[src/rtl/flux_diag_pkg.sv]
// Shared definitions for the flux diagnostics blocks: FSM encoding, data-rate codes
// and the peak-center thresholds (in clocks) that separate them.
package flux_diag_pkg;

  typedef enum logic [2:0] {StIdle, StClear, StAcquire, StScan, StDone} flux_state_e;

  localparam logic [1:0] Rate500k = 2'b00;
  localparam logic [1:0] Rate300k = 2'b01;
  localparam logic [1:0] Rate250k = 2'b10;
  localparam logic [1:0] Rate1m   = 2'b11;

  localparam int unsigned Thr1m   = 150;
  localparam int unsigned Thr500k = 265;
  localparam int unsigned Thr300k = 365;

  function automatic logic [1:0] rate_code(input int unsigned center);
    if (center < Thr1m) return Rate1m;
    if (center < Thr500k) return Rate500k;
    if (center < Thr300k) return Rate300k;
    return Rate250k;
  endfunction

endpackage

[src/rtl/flux_hist_ram.sv]
// Single-port histogram bin store with a registered (1-cycle) read.
module flux_hist_ram #(
  parameter int unsigned NUM_BINS = 64,
  parameter int unsigned BIN_W    = 16,
  localparam int unsigned AW      = $clog2(NUM_BINS)
) (
  input  logic             clk,
  input  logic             we,
  input  logic [AW-1:0]    addr,
  input  logic [BIN_W-1:0] wdata,
  output logic [BIN_W-1:0] rdata
);

  logic [BIN_W-1:0] mem [NUM_BINS];

  always_ff @(posedge clk) begin
    if (we) mem[addr] <= wdata;
    rdata <= mem[addr];
  end

endmodule

[src/rtl/flux_histogram.sv]
// Flux-transition interval histogram with optional peak search / data-rate detection.
// Peak search is built only when FLUX_HIST_PEAK_EN is defined.
module flux_histogram
  import flux_diag_pkg::*;
#(
  parameter int unsigned CNT_W         = 16,
  parameter int unsigned NUM_BINS      = 64,
  parameter int unsigned BIN_SHIFT     = 3,
  parameter int unsigned BIN_W         = 16,
  parameter int unsigned MIN_INTERVAL  = 40,
  parameter int unsigned SAMPLE_TARGET = 1024,
  localparam int unsigned AW           = $clog2(NUM_BINS)
) (
  input  logic             clk,
  input  logic             reset,
  input  logic             enable,
  input  logic             flux_transition,
  input  logic             start,
  input  logic             rd_en,
  input  logic [AW-1:0]    rd_addr,
  output logic [BIN_W-1:0] rd_data,
  output logic             rd_valid,
  output logic             busy,
  output logic             done,
  output logic [15:0]      sample_count,
  output logic [15:0]      overflow_count,
  output logic [15:0]      reject_count,
  output logic [AW-1:0]    peak_bin,
  output logic [BIN_W-1:0] peak_count,
  output logic [1:0]       detected_rate,
  output logic             rate_valid
);

`ifdef FLUX_HIST_PEAK_EN
  localparam flux_state_e AcqNext = StScan;
`else
  localparam flux_state_e AcqNext = StDone;
`endif

  localparam logic [CNT_W:0] MinIv     = (CNT_W+1)'(MIN_INTERVAL);
  localparam logic [CNT_W:0] NumBinsW  = (CNT_W+1)'(NUM_BINS);
  localparam logic [15:0]    SampleTgt = 16'(SAMPLE_TARGET);

  flux_state_e      state_q;
  logic [AW-1:0]    clr_idx_q, rmw_addr_q;
  logic [CNT_W-1:0] cnt_q;
  logic             seen_edge_q, rmw_q, done_q, rd_valid_q;
  logic [15:0]      sample_q, overflow_q, reject_q;

  logic             idle_or_done, edge_seen, edge_ok, is_reject, is_over, accept, acq_exit;
  logic [CNT_W:0]   interval, bin_full;
  logic             ram_we;
  logic [AW-1:0]    ram_addr;
  logic [BIN_W-1:0] ram_wdata, ram_rdata, inc_sat;

  // The counter restarts at 0 on the clock after an edge, so +1 gives the edge spacing.
  assign interval     = {1'b0, cnt_q} + 1'b1;
  assign bin_full     = interval >> BIN_SHIFT;
  assign is_reject    = interval < MinIv;
  assign is_over      = bin_full >= NumBinsW;
  assign idle_or_done = (state_q == StIdle) || (state_q == StDone);
  assign edge_seen    = (state_q == StAcquire) && flux_transition && enable;
  assign edge_ok      = edge_seen && seen_edge_q && (sample_q < SampleTgt);
  assign accept       = edge_ok && !is_reject && !is_over;
  assign acq_exit     = (state_q == StAcquire) && !rmw_q && (!enable || sample_q >= SampleTgt);
  assign inc_sat      = (ram_rdata == '1) ? ram_rdata : ram_rdata + 1'b1;

`ifdef FLUX_HIST_PEAK_EN
  logic [AW:0] scan_idx_q;
`endif

  always_comb begin
    ram_we    = 1'b0;
    ram_addr  = rd_addr;
    ram_wdata = '0;
    case (state_q)
      StClear: begin
        ram_we   = 1'b1;
        ram_addr = clr_idx_q;
      end
      StAcquire: begin
        if (rmw_q) begin
          ram_we    = 1'b1;
          ram_addr  = rmw_addr_q;
          ram_wdata = inc_sat;
        end else begin
          ram_addr = bin_full[AW-1:0];
        end
      end
`ifdef FLUX_HIST_PEAK_EN
      StScan:  ram_addr = scan_idx_q[AW-1:0];
`endif
      default: ram_addr = rd_addr;
    endcase
  end

  flux_hist_ram #(
    .NUM_BINS (NUM_BINS),
    .BIN_W    (BIN_W)
  ) u_ram (
    .clk   (clk),
    .we    (ram_we),
    .addr  (ram_addr),
    .wdata (ram_wdata),
    .rdata (ram_rdata)
  );

  always_ff @(posedge clk or posedge reset) begin
    if (reset) begin
      state_q     <= StIdle;
      clr_idx_q   <= '0;
      rmw_addr_q  <= '0;
      cnt_q       <= '0;
      seen_edge_q <= 1'b0;
      rmw_q       <= 1'b0;
      done_q      <= 1'b0;
      rd_valid_q  <= 1'b0;
      sample_q    <= '0;
      overflow_q  <= '0;
      reject_q    <= '0;
`ifdef FLUX_HIST_PEAK_EN
      scan_idx_q  <= '0;
`endif
    end else begin
      rd_valid_q <= rd_en && idle_or_done;
      case (state_q)
        StIdle, StDone: begin
          if (start) begin
            state_q     <= StClear;
            clr_idx_q   <= '0;
            done_q      <= 1'b0;
            sample_q    <= '0;
            overflow_q  <= '0;
            reject_q    <= '0;
            seen_edge_q <= 1'b0;
            rmw_q       <= 1'b0;
          end
        end
        StClear: begin
          clr_idx_q <= clr_idx_q + 1'b1;
          if (clr_idx_q == AW'(NUM_BINS - 1)) state_q <= StAcquire;
        end
        StAcquire: begin
          rmw_q <= accept;
          if (accept) begin
            rmw_addr_q <= bin_full[AW-1:0];
            sample_q   <= sample_q + 1'b1;
          end
          if (edge_seen) begin
            cnt_q       <= '0;
            seen_edge_q <= 1'b1;
          end else if (cnt_q != '1) begin
            cnt_q <= cnt_q + 1'b1;
          end
          if (edge_ok && is_reject && reject_q != '1) reject_q <= reject_q + 1'b1;
          if (edge_ok && !is_reject && is_over && overflow_q != '1) begin
            overflow_q <= overflow_q + 1'b1;
          end
          if (acq_exit) begin
            state_q <= AcqNext;
            done_q  <= (AcqNext == StDone);
`ifdef FLUX_HIST_PEAK_EN
            scan_idx_q <= '0;
`endif
          end
        end
`ifdef FLUX_HIST_PEAK_EN
        StScan: begin
          scan_idx_q <= scan_idx_q + 1'b1;
          if (scan_idx_q == (AW+1)'(NUM_BINS)) begin
            state_q <= StDone;
            done_q  <= 1'b1;
          end
        end
`endif
        default: state_q <= StIdle;
      endcase
    end
  end

  assign busy           = (state_q == StClear) || (state_q == StAcquire) || (state_q == StScan);
  assign done           = done_q;
  assign rd_valid       = rd_valid_q;
  assign rd_data        = rd_valid_q ? ram_rdata : '0;
  assign sample_count   = sample_q;
  assign overflow_count = overflow_q;
  assign reject_count   = reject_q;

`ifdef FLUX_HIST_PEAK_EN
  logic [AW-1:0]    peak_bin_q, cand_bin;
  logic [BIN_W-1:0] peak_count_q, cand_cnt;
  logic [1:0]       rate_q;
  logic             rate_valid_q, scan_hit;
  int unsigned      center;

  // RAM data lags the scan address by one cycle; strict '>' keeps the lowest index on ties.
  always_comb begin
    scan_hit = (scan_idx_q != '0) && (ram_rdata > peak_count_q);
    cand_bin = scan_hit ? AW'(scan_idx_q - 1'b1) : peak_bin_q;
    cand_cnt = scan_hit ? ram_rdata : peak_count_q;
    center   = (32'(cand_bin) << BIN_SHIFT) + (32'd1 << (BIN_SHIFT - 1));
  end

  always_ff @(posedge clk or posedge reset) begin
    if (reset) begin
      peak_bin_q   <= '0;
      peak_count_q <= '0;
      rate_q       <= '0;
      rate_valid_q <= 1'b0;
    end else if (start && idle_or_done) begin
      peak_bin_q   <= '0;
      peak_count_q <= '0;
      rate_q       <= '0;
      rate_valid_q <= 1'b0;
    end else if (state_q == StScan) begin
      peak_bin_q   <= cand_bin;
      peak_count_q <= cand_cnt;
      if (scan_idx_q == (AW+1)'(NUM_BINS)) begin
        rate_q       <= rate_code(center);
        rate_valid_q <= (cand_cnt != '0);
      end
    end
  end

  assign peak_bin      = peak_bin_q;
  assign peak_count    = peak_count_q;
  assign detected_rate = rate_q;
  assign rate_valid    = rate_valid_q;
`else
  assign peak_bin      = '0;
  assign peak_count    = '0;
  assign detected_rate = '0;
  assign rate_valid    = 1'b0;
`endif

endmodule

[config.mk]
export PLATFORM = sky130hd
export DESIGN_NAME = flux_histogram
export DESIGN_NICKNAME = d
export VERILOG_FILES = /design/src/rtl/flux_diag_pkg.sv /design/src/rtl/flux_hist_ram.sv /design/src/rtl/flux_histogram.sv
export SDC_FILE = /design/constraint.sdc
export NUM_CORES = 1
export LEC_CHECK = 0
export ABC_AREA = 1
export BUFFER_PORTS_ARGS = -buffer_cell sky130_fd_sc_hd__buf_2
export CAP_MARGIN = 20
export CORE_MARGIN = 5
export CORE_UTILIZATION = 30
export CTS_BUF_LIST = sky130_fd_sc_hd__clkbuf_4
export CTS_CLUSTER_SIZE = 16
export DETAILED_ROUTE_END_ITERATION = 12
export HOLD_SLACK_MARGIN = 0.08
export PLACE_DENSITY_LB_ADDON = 0.12
export SETUP_SLACK_MARGIN = 0.2
export SLEW_MARGIN = 15
export SYNTH_ARGS = -nofsm -noshare
export SYNTH_HDL_FRONTEND = slang
export SYNTH_SLANG_ARGS = --single-unit
export TNS_END_PERCENT = 10
[constraint.sdc]
create_clock -name clk -period 5.07 [get_ports clk]
set_input_delay 0.2535 -clock clk [delete_from_list [all_inputs] [get_ports clk]]
set_output_delay 0.2535 -clock clk [all_outputs]
set_load 0.02 [all_outputs]
[After elaboration in Yosys (flattened, before gate mapping)]
Memory sizes are Yosys's and may differ from the RTL's. A register that Yosys moved wholly into a read port is not among the register bits.
Cells that the tools add are included.
Storage, ports and cells
  register bits: 83
  bits in latches: 0
  RAM bits: 1024
  memory bits (read-only): 0
  input port bits: 12
  output and inout bits: 92
  logic and storage cells: 106
  memories kept: 1
Operators by class
  add/sub/neg operators: 7
  multiply operators: 0
  div/mod/pow operators: 0
  magnitude comparators: 4
  equality and inequality tests: 16
  shifts and indexed selects: 0
  mux-type cells: 31
  bitwise logic cells: 0
  reduce and logical (&&, ||, !) cells: 36
Memory list
  u_ram.mem: words 64, width 16, read ports 1, clocked after memory_dff 1, write ports 1, RTL line flux_hist_ram.sv:14  | logic [BIN_W-1:0] mem [NUM_BINS];
Operators by type and width (number)
  16-bit two-way mux: 10
  16-bit one-hot mux with 2 select lines: 3
  16-bit by 1-bit adder with 16-bit output (second input constant): 5
  16-bit != test (second input constant): 3
  6-bit one-hot mux with 2 select lines: 2
  3-bit AND reduction: 6
  16-bit by 1-bit adder with 17-bit output (second input constant): 1
  17-bit by 6-bit less-than comparator with 1-bit output (second input constant): 1
  16-bit == test (second input constant): 1
  16-bit by 11-bit greater-or-equal comparator with 1-bit output (second input constant): 1
  16-bit by 11-bit less-than comparator with 1-bit output (second input constant): 1
  14-bit by 7-bit greater-or-equal comparator with 1-bit output (second input constant): 1
  1-bit logical AND: 13
  6-bit two-way mux: 2
  2-bit != test (second input constant): 5
  3-bit two-way mux: 3
  3-bit one-hot mux with 3 select lines: 1
  1-bit one-hot mux with 2 select lines: 4
  2-bit AND reduction: 4
  6-bit by 1-bit adder with 6-bit output (second input constant): 1
  3-bit by 2-bit == test with 1-bit output (second input constant): 2
  6-bit == test (second input constant): 1
  1-bit two-way mux: 6
  2-bit nonzero test: 3
  7 further kinds: 14

[Depth between registers and ports, before layout]
Gate-level depths: netlist (run 1).
  depth after elaboration: 10
  gate-level depth with buffers: 20
  mapped depth without buffers: 18

[Modules after synthesis]
From an unflattened synthesis (run 1), not the netlist that was laid out.
Unflattened totals
  cell total of the unflattened synthesis: 5088
  area, all modules: 49338.6 um^2
By module, submodules not included
  flux_hist_ram: times used 1, cells an instance 4256, area an instance 43569.3 um^2, sequential area each 31069.8 um^2
  flux_histogram: times used 1, cells an instance 832, area an instance 5769.3 um^2, sequential area each 2077.0 um^2

[Worst setup path before layout (run 1)]
Ideal clock, no wire load.
  path kind: reg2reg
  start: register u_ram.rdata[0], read port of u_ram.mem
  end: memory u_ram.mem[0][8] (data pin)
  library setup time: 0.721 ns
  data arrival time: 4.260 ns
  data required time: 4.349 ns
  slack: 0.089 ns
  stages on the path, launching flop included: 11
  buffers on the path: 1
  period minus slack after synthesis: 4.981 ns
  cell sequence: dfxtp_1 ha_1 nand3_1 nor3_1 nand3_1 nor2_1 nand2_1 clkbuf_1 inv_1 nor3_1 a211oi_1
On the way
  cells in the longest elaborated chain, start to end: 4
  elaborated cells on any way between the ends: 5
  classes of those cells: add/sub: 1; eq/ne: 1; mux: 3
RTL lines
  from (decl): RTL line flux_hist_ram.sv:11  | output logic [BIN_W-1:0] rdata
  16-bit by 1-bit adder with 16-bit output or 16-bit == test (tied branches): RTL line flux_histogram.sv:66  | assign inc_sat = (ram_rdata == '1) ? ram_rdata : ram_rdata + 1'b1;
  16-bit two-way mux (*): RTL line flux_histogram.sv:66
  16-bit two-way mux (*): RTL line flux_histogram.sv:82  | if (rmw_q) begin
  16-bit two-way mux (*): RTL line flux_histogram.sv:76  | case (state_q)
  via ram_wdata[8]: RTL line flux_histogram.sv:54  | logic [BIN_W-1:0] ram_wdata, ram_rdata, inc_sat;
  to (decl): RTL line flux_hist_ram.sv:14
Mark *: on every way through the listed nets, which the timed path passes. The rest lies on a longest branch.

[Final worst setup path (run 1)]
  start: register state_q[2]
  end: register u_ram.rdata[15], read port of u_ram.mem
On the way
  cells in the longest elaborated chain, start to end: 2
  elaborated cells on any way between the ends: 3
  classes of those cells: eq/ne: 2; mux: 1
RTL lines
  from (decl): RTL line flux_histogram.sv:44  | flux_state_e state_q;
  from (signal assigned): RTL line flux_histogram.sv:110  | state_q <= StIdle;
  from (signal assigned): RTL line flux_histogram.sv:129  | state_q <= StClear;
  from (signal assigned): RTL line flux_histogram.sv:141  | if (clr_idx_q == AW'(NUM_BINS - 1)) state_q <= StAcquire;
  3-bit by 2-bit == test with 1-bit output or 3-bit by 1-bit == test with 1-bit output (tied branches): RTL line flux_histogram.sv:76
  6-bit one-hot mux with 2 select lines (*): RTL line flux_histogram.sv:76
Every way passes the cells marked *; elsewhere a longest branch is shown, timed or not.
A chain may end at the register's enable or synchronous reset.

==> results.toml, run 1 <==
[power]
swShare_pct = 41.90
p_leak_nw = 26.56
p_clk_share_pct = 29.9
powerDensity_nw_per_um2 = 500.9
pwr-share-seq_pct = 36.4
p_sw_w = 0.01204
power.internal_w = 0.01670
share_comb_of_total_power_pct = 33.7
ir_worst_vdd_mv = 0.8597

[routing]
vias_per_cell = 4.591
first_pass_iters = 5
wirelength_um = 163200
vias = 36260
drtIter0Drc = 2808
detail-route-antenna-nets = 0
drc_errors = 0
wl_per_cell_um = 20.66

[timing]
fin_crit_ns = 4.525
maxSlewViolCount = 0
final.period_utilization_pct = 89.25
fmax_ghz = 0.2210
slew_headroom_pct = 23.44
rsz0062_at_grt = "no"
tightest_slew_ns = 1.148
fin_setup_tns_ns = 0
setup_violations = 0
hold_violations = 0
finalClockSkew_ns = 0.1469

[setup_path]
start_kind = "flop"
endpoint_kind = "flop"
cp_common_cell = "nand2_1"
crit_type = "reg2reg"
critical_path_arrival_ns = 5.79
crit_slowest_cell = "dlygate4sd3_1"
required_ns = 6.34
worstPathMaxFanout = 37
worstPathCellList = "inv_2 > nand3_4 > nand2_2 > o21ai_1 > a21oi_1 > nand2_1 > o21ai_2 > nand2_1 > nor2_4 > dlygate4sd3_1 > buf_4 > nand2_1 > nand2_1 > dlygate4sd3_1 > nor2_1 > dlygate4sd3_1 > nand2_1"
max_stage_delay_ns = 0.59
ff2ff_setup_slack_ns = 0.55

[yosys]
synth_top_area_cell = "edfxtp_1"
syn_inst = 5127
synth_top_area_share_pct = 61.97
synth_warnings = 0
async_reset_ff_share_pct = 7.391
synth-edff-count = 1024
yosysUniqueCellTypes = 49
netlist_area_sq_um = 49620
synth_seq_cells = 1123
ys_seq_area_share_pct = 66.80
synth_ff_type = "edfxtp_1"
syn_area_per_cell_sq_um = 9.678
synth.top_cells.by_area = "edfxtp_1 62%, nand2_1 23%, dfrtp_1 4.2%"

[global_route]
grt_pass1_wl_um = 239300
grt_max_degree = 140
overflow = 0
antenna_found_initial = 10
grtUsageTotal_pct = 18.40
grt_pass1_vias = 35570

[final_layout]
final_util_pct = 34.86
final_nets = 5501
fillCellCount = 16980
areaGrowthSynthToFinish_pct = 15.64
layout-drive-gt1-share_pct = 14.28

[run_status]
status = "completed"

[cts]
cts-buffers-inserted = 340
clkLatencyLatePin_ns = 1.35
clk_pin_slew_ns = 0.06
htree_num_levels = 5
clkSinkCount = 1123
cts_tree = "built"
clockBufferDepth = 4
cts_root_buffer = "clkbuf_4"

[placed_design]
place_congestion = 0.8185
port_buffers = 78
dp_hpwl_um = 91200

[run]
drv_cap = 0

[floorplan]
core_sq_um = 164600
num_rows = 149
die_x_um = 416.7
io_pins = 104
start_util_pct = 30.14
die_h_um = 416.7
dieArea_sq_um = 173600

[worst_hold_path]
hold_class = "in2reg"
flip-flops by register name (all words and copies together) (netlist names), 3 cells and up:
| name | flops |
|---|---|
| clr_idx_q | 6 |
| u_ram.mem | 1024 |
| rmw_addr_q | 6 |
| state_q | 3 |
| reject_count | 16 |
| overflow_count | 16 |
| u_ram.rdata | 16 |
| cnt_q | 16 |
| sample_count | 16 |
layer usage:
metal	wire, um	GRT usage [%]	vias up
li1	-	-	17480
met1	72870	24.61	17440
met2	76550	30.05	1040
met3	8949	3.326	302
met4	4794	6.567	0
met5	0	0	-
worst paths after layout:
check / start / end / cells past startpoint
min in group asynchronous: reset / rmw_addr_q[3] / 6
max: state_q[2] / u_ram.rdata[15] / 17
min: rd_en / rd_valid / 5
max reg2reg: state_q[2] / u_ram.rdata[15] / 17
max in group asynchronous: reset / reject_count[0] / 6
min reg2reg: done / done / 2
worst max-delay path, delay by kind of cell (launching register included):
family	cells	cell delay (ns)
AO/OA/AOI/OAI	3	0.42
buffers and inverters	5	2.12
flip-flops	1	0.44
AND/OR/NAND/NOR	9	1.57
layout make-up:
cell class	count	area [sq um]	area share, %
Timing Repair Buffer	252	2102	3.663
Multi-Input combinational cell	3621	14750	25.71
Sequential cell	1123	33150	57.76
Inverter	144	549.3	0.9572
Antenna cell	7	17.52	0.03053
Clock buffer	501	3761	6.554
Tap cell	2189	2739	4.773
Clock inverter	61	315.3	0.5495
power groups by stage:
stage | Combinational, W | Clock (W) | Sequential (W)
global route | 0.0105 | 0.00947 | 0.0105
floorplan | 0.00593 | 0 | 0.0106
detailed placement | 0.00982 | 0 | 0.0106
CTS | 0.00991 | 0.00894 | 0.0104
global placement | 0.00987 | 0 | 0.0106
finish | 0.00969 | 0.00861 | 0.0104
per-stage QoR:
| step | hold WS, ns | power, W | setup slack (ns) | cells | instance area [sq um] |
|---|---|---|---|---|---|
| 6_report | 0.3652 | 0.02874 | 0.5450 | 7898 | 57380 |
| 5_1_grt | 0.2294 | 0.03045 | 0.2232 | 7897 | 57380 |
| 4_1_cts | 0.1511 | 0.02929 | 0.2677 | 7891 | 57360 |
| 3_5_place_dp | 0.3198 | 0.02046 | 0.9553 | 7301 | 52990 |
| 3_3_place_gp | 0.3172 | 0.02051 | 0.9839 | 7301 | 52990 |
| 2_1_floorplan | 0.3593 | 0.01649 | 0.5482 | 5151 | 49720 |
cells in the mapped netlist, types with 24 or more instances:
| library cell | number |
|---|---|
| edfxtp_1 | 1024 |
| buf_4 | 39 |
| nor2_1 | 178 |
| nand4_1 | 24 |
| o21ai_0 | 100 |
| buf_2 | 138 |
| xor2_1 | 30 |
| dfrtp_1 | 83 |
| inv_1 | 126 |
| nand3_1 | 107 |
| clkbuf_1 | 60 |
| nand2_1 | 3014 |
cells in the final DEF (no fill, tap or decap), drive strengths merged, types with 4 or more instances in the layout:
master       count
nand3          111
xor2            30
nand2         3019
dlygate4sd3     27
o22ai            8
inv            148
ha               7
conb            25
nor3            22
dfxtp           16
nor3b            6
nand4           28
nor2           194
diode            7
xnor2            6
clkinv          53
o21ai          115
dfrtp           83
edfxtp        1024
nor4             4
a21oi           18
clkbuf         501
buf            225
o21bai          16
kinds of logic (layout without fill, tap and decap cells):
group                    after synthesis  after routing  synth area share, %
XOR/XNOR                              36             36               0.6354
multiplexers                           1              1              0.02017
AND/OR/NAND/NOR                     3385           3385                26.51
adder cells (fa/ha/maj)                7              7               0.1765
other                                  1             32             0.007557
buffers and inverters                407            958                3.936
flip-flops                          1123           1123                66.80
AO/OA/AOI/OAI                        167            167                1.911
what timing repair did:
item                                    in CTS  in global routing
hold buffers                                28                  0
resized for setup                            0                  2
hold endpoints to repair                  1125                  0
setup buffers                                0                  0
endpoints found under the setup margin       0                  3
No activity file was read; power rests on OpenSTA's default activity.
==> run 2: changes to the inputs <==
==> constraint.sdc (replaced) <==
create_clock -name clk -period 4.57 [get_ports clk]
set_input_delay 0.2285 -clock clk [delete_from_list [all_inputs] [get_ports clk]]
set_output_delay 0.2285 -clock clk [all_outputs]
set_load 0.02 [all_outputs]
==> run 2 against run 1 <==
Effect of this change:
- global-route usage increased by 0.24 points
- register-to-register slack got worse by 0.03 ns
- clock power increased by 9.8%
- worst setup slack got worse by 0.032 ns
- clock skew decreased by 0.0090 ns
- combinational power increased by 15%
- routed wire length increased by 1.3%
- die area unchanged
- critical path type unchanged
==> results.toml, run 2 (synthesis gave the netlist of run 1 again) <==
[setup_path]
required_ns = 5.77
cp_common_cell = "nand2_1"
critical_path_arrival_ns = 5.25
endpoint_kind = "flop"
ff2ff_setup_slack_ns = 0.51
start_kind = "flop"
worstPathMaxFanout = 69
max_stage_delay_ns = 0.72
path_delay_family = "buffers and inverters"
crit_slowest_cell = "buf_4"
worstPathCellList = "nor2_1 > nand2_1 > buf_4 > nand3_1 > nand2_4 > buf_4 > buf_4 > o21bai_1 > nand2_1 > nand2_1 > nand2_1 > nand2_1 > dlygate4sd3_1 > nand2_1 > dlygate4sd3_1 > nand2_1 > nand2_1 > nor2_1 > nand2_1"
crit_type = "reg2reg"
path_buf_inv = 5

[timing]
setup_violations = 0
fin_setup_tns_ns = 0
final.period_utilization_pct = 88.77
maxSlewViolCount = 0
finalClockSkew_ns = 0.1379
fmax_ghz = 0.2465
fin_crit_ns = 4.057
finalWorstSetupSlack_ns = 0.5133
tightest_slew_ns = 1.070
hold_violations = 0
rsz0062_at_grt = "no"
slew_headroom_pct = 28.68

[cts]
clk_pin_slew_ns = 0.05
clkLatencyLatePin_ns = 1.31
cts_root_buffer = "clkbuf_4"
post-cts-setup-buffers = 0
clkSinkCount = 1123
cts-buffers-inserted = 340
htree_num_levels = 5
clockBufferDepth = 4
cts_tree = "built"

[power]
power.internal_w = 0.01868
powerDensity_nw_per_um2 = 557.3
p_leak_nw = 26.73
p_sw_w = 0.01344
swShare_pct = 41.83
ir_worst_vdd_mv = 0.8995
share_comb_of_total_power_pct = 34.5
pwr-share-seq_pct = 36.1
p_clk_share_pct = 29.4

[run]
drv_cap = 0

[global_route]
antenna_found_initial = 8
overflow = 0
grt_pass1_vias = 35350
grt_max_degree = 107
grtUsageTotal_pct = 18.64
grt_pass1_wl_um = 242600

[final_layout]
layout-drive-gt1-share_pct = 14.87
largest_reg_flops = 1024
final_nets = 5525
top_register = "u_ram.mem"
final_util_pct = 35.01
seq_area_sq_um = 33150
layout_common_cells = "3014 x nand2_1, 1024 x edfxtp_1, 518 x clkbuf_4"
areaGrowthSynthToFinish_pct = 16.16
fillCellCount = 17000
multi_input_area_sq_um = 14740
final_common_cell = "nand2_1"

[floorplan]
num_rows = 149
core_sq_um = 164600
dieArea_sq_um = 173600
start_util_pct = 30.14
io_pins = 104
die_h_um = 416.7
die_x_um = 416.7

[placed_design]
place_congestion = 0.8281
port_buffers = 78
dp_hpwl_um = 97530
dp_slack_ns = 0.9108

[routing]
drtIter0Drc = 2814
drc_errors = 0
wirelength_um = 165300
detail-route-antenna-nets = 0
first_pass_iters = 8
wl_per_cell_um = 20.85
vias_per_cell = 4.599
vias = 36470

[run_status]
status = "completed"

[worst_hold_path]
hold_class = "in2reg"
-- run 2: cell count changes in the layout (fill, tap and decap cells not counted) --
cell | before | now
buf_12 | 27 | 33
buf_4 | 120 | 142
bufinv_16 | 3 | 0
clkbuf_4 | 501 | 518
clkinv_1 | 49 | 43
clkinv_4 | 0 | 1
diode_2 | 7 | 10
dlygate4sd3_1 | 27 | 23
inv_2 | 25 | 21
nand2_1 | 3013 | 3014
nand2_2 | 4 | 3
nor2_2 | 8 | 9
nor2_4 | 13 | 12
-- run 2: metal layers --
metal / share of wire [%] / GRT usage [%] / wire length, um
met5: 0 / 0 / 0
met3: 5.2 / 3.370 / 8557
met1: 45 / 25.13 / 74370
met4: 2.4 / 5.641 / 4042
met2: 47 / 30.69 / 78350
-- run 2: power by group through the flow --
stage,registers (W),clock network (W),logic (W)
floorplan,0.0117,0,0.00658
global placement,0.0118,0,0.0113
detailed placement,0.0118,0,0.0112
CTS,0.0116,0.00986,0.0113
global route,0.0116,0.0104,0.0119
finish,0.0116,0.00945,0.0111
-- run 2: final cells by class --
class                           count  share of cell area, %
Timing Repair Buffer              276                  4.073
Multi-Input combinational cell   3621                  25.58
Antenna cell                       10                0.04342
Inverter                          144                 0.9530
Tap cell                         2189                  4.752
Clock buffer                      518                  6.747
Clock inverter                     49                 0.3408
Sequential cell                  1123                  57.51
-- run 2: final timing paths --
kind                                  from                 to  depth (start not counted)
worst max-delay path            state_q[1]    u_ram.rdata[10]                         19
worst min-delay path            rd_addr[0]     u_ram.rdata[5]                         14
worst max register to register  state_q[1]    u_ram.rdata[10]                         19
worst min register to register        done               done                          2
max in group asynchronous            reset  overflow_count[8]                          7
min in group asynchronous            reset       clr_idx_q[5]                          5
-- run 2: tightest hold or removal path, delay by kind of cell --
family / cells / cell delay [ns]
AND/OR/NAND/NOR: 12 / 0.97
buffers and inverters: 2 / 0.23
-- run 2: through the flow --
| stage | hold slack (ns) | area, sq um | instances | power [W] |
|---|---|---|---|---|
| floorplan | 0.3343 | 49720 | 5151 | 0.01830 |
| global placement | 0.4570 | 53280 | 7329 | 0.02309 |
| detailed placement | 0.4640 | 53280 | 7329 | 0.02304 |
| CTS | 0.1178 | 57580 | 7918 | 0.03277 |
| global route | 0.2050 | 57630 | 7929 | 0.03398 |
| finish | 0.2606 | 57640 | 7930 | 0.03212 |
-- run 2: timing repair --
item / in CTS / in global routing
resized for setup: 0 / 0
endpoints found under the hold margin: 1013 / 8
hold buffers: 22 / 1
setup endpoints to repair: 0 / 0
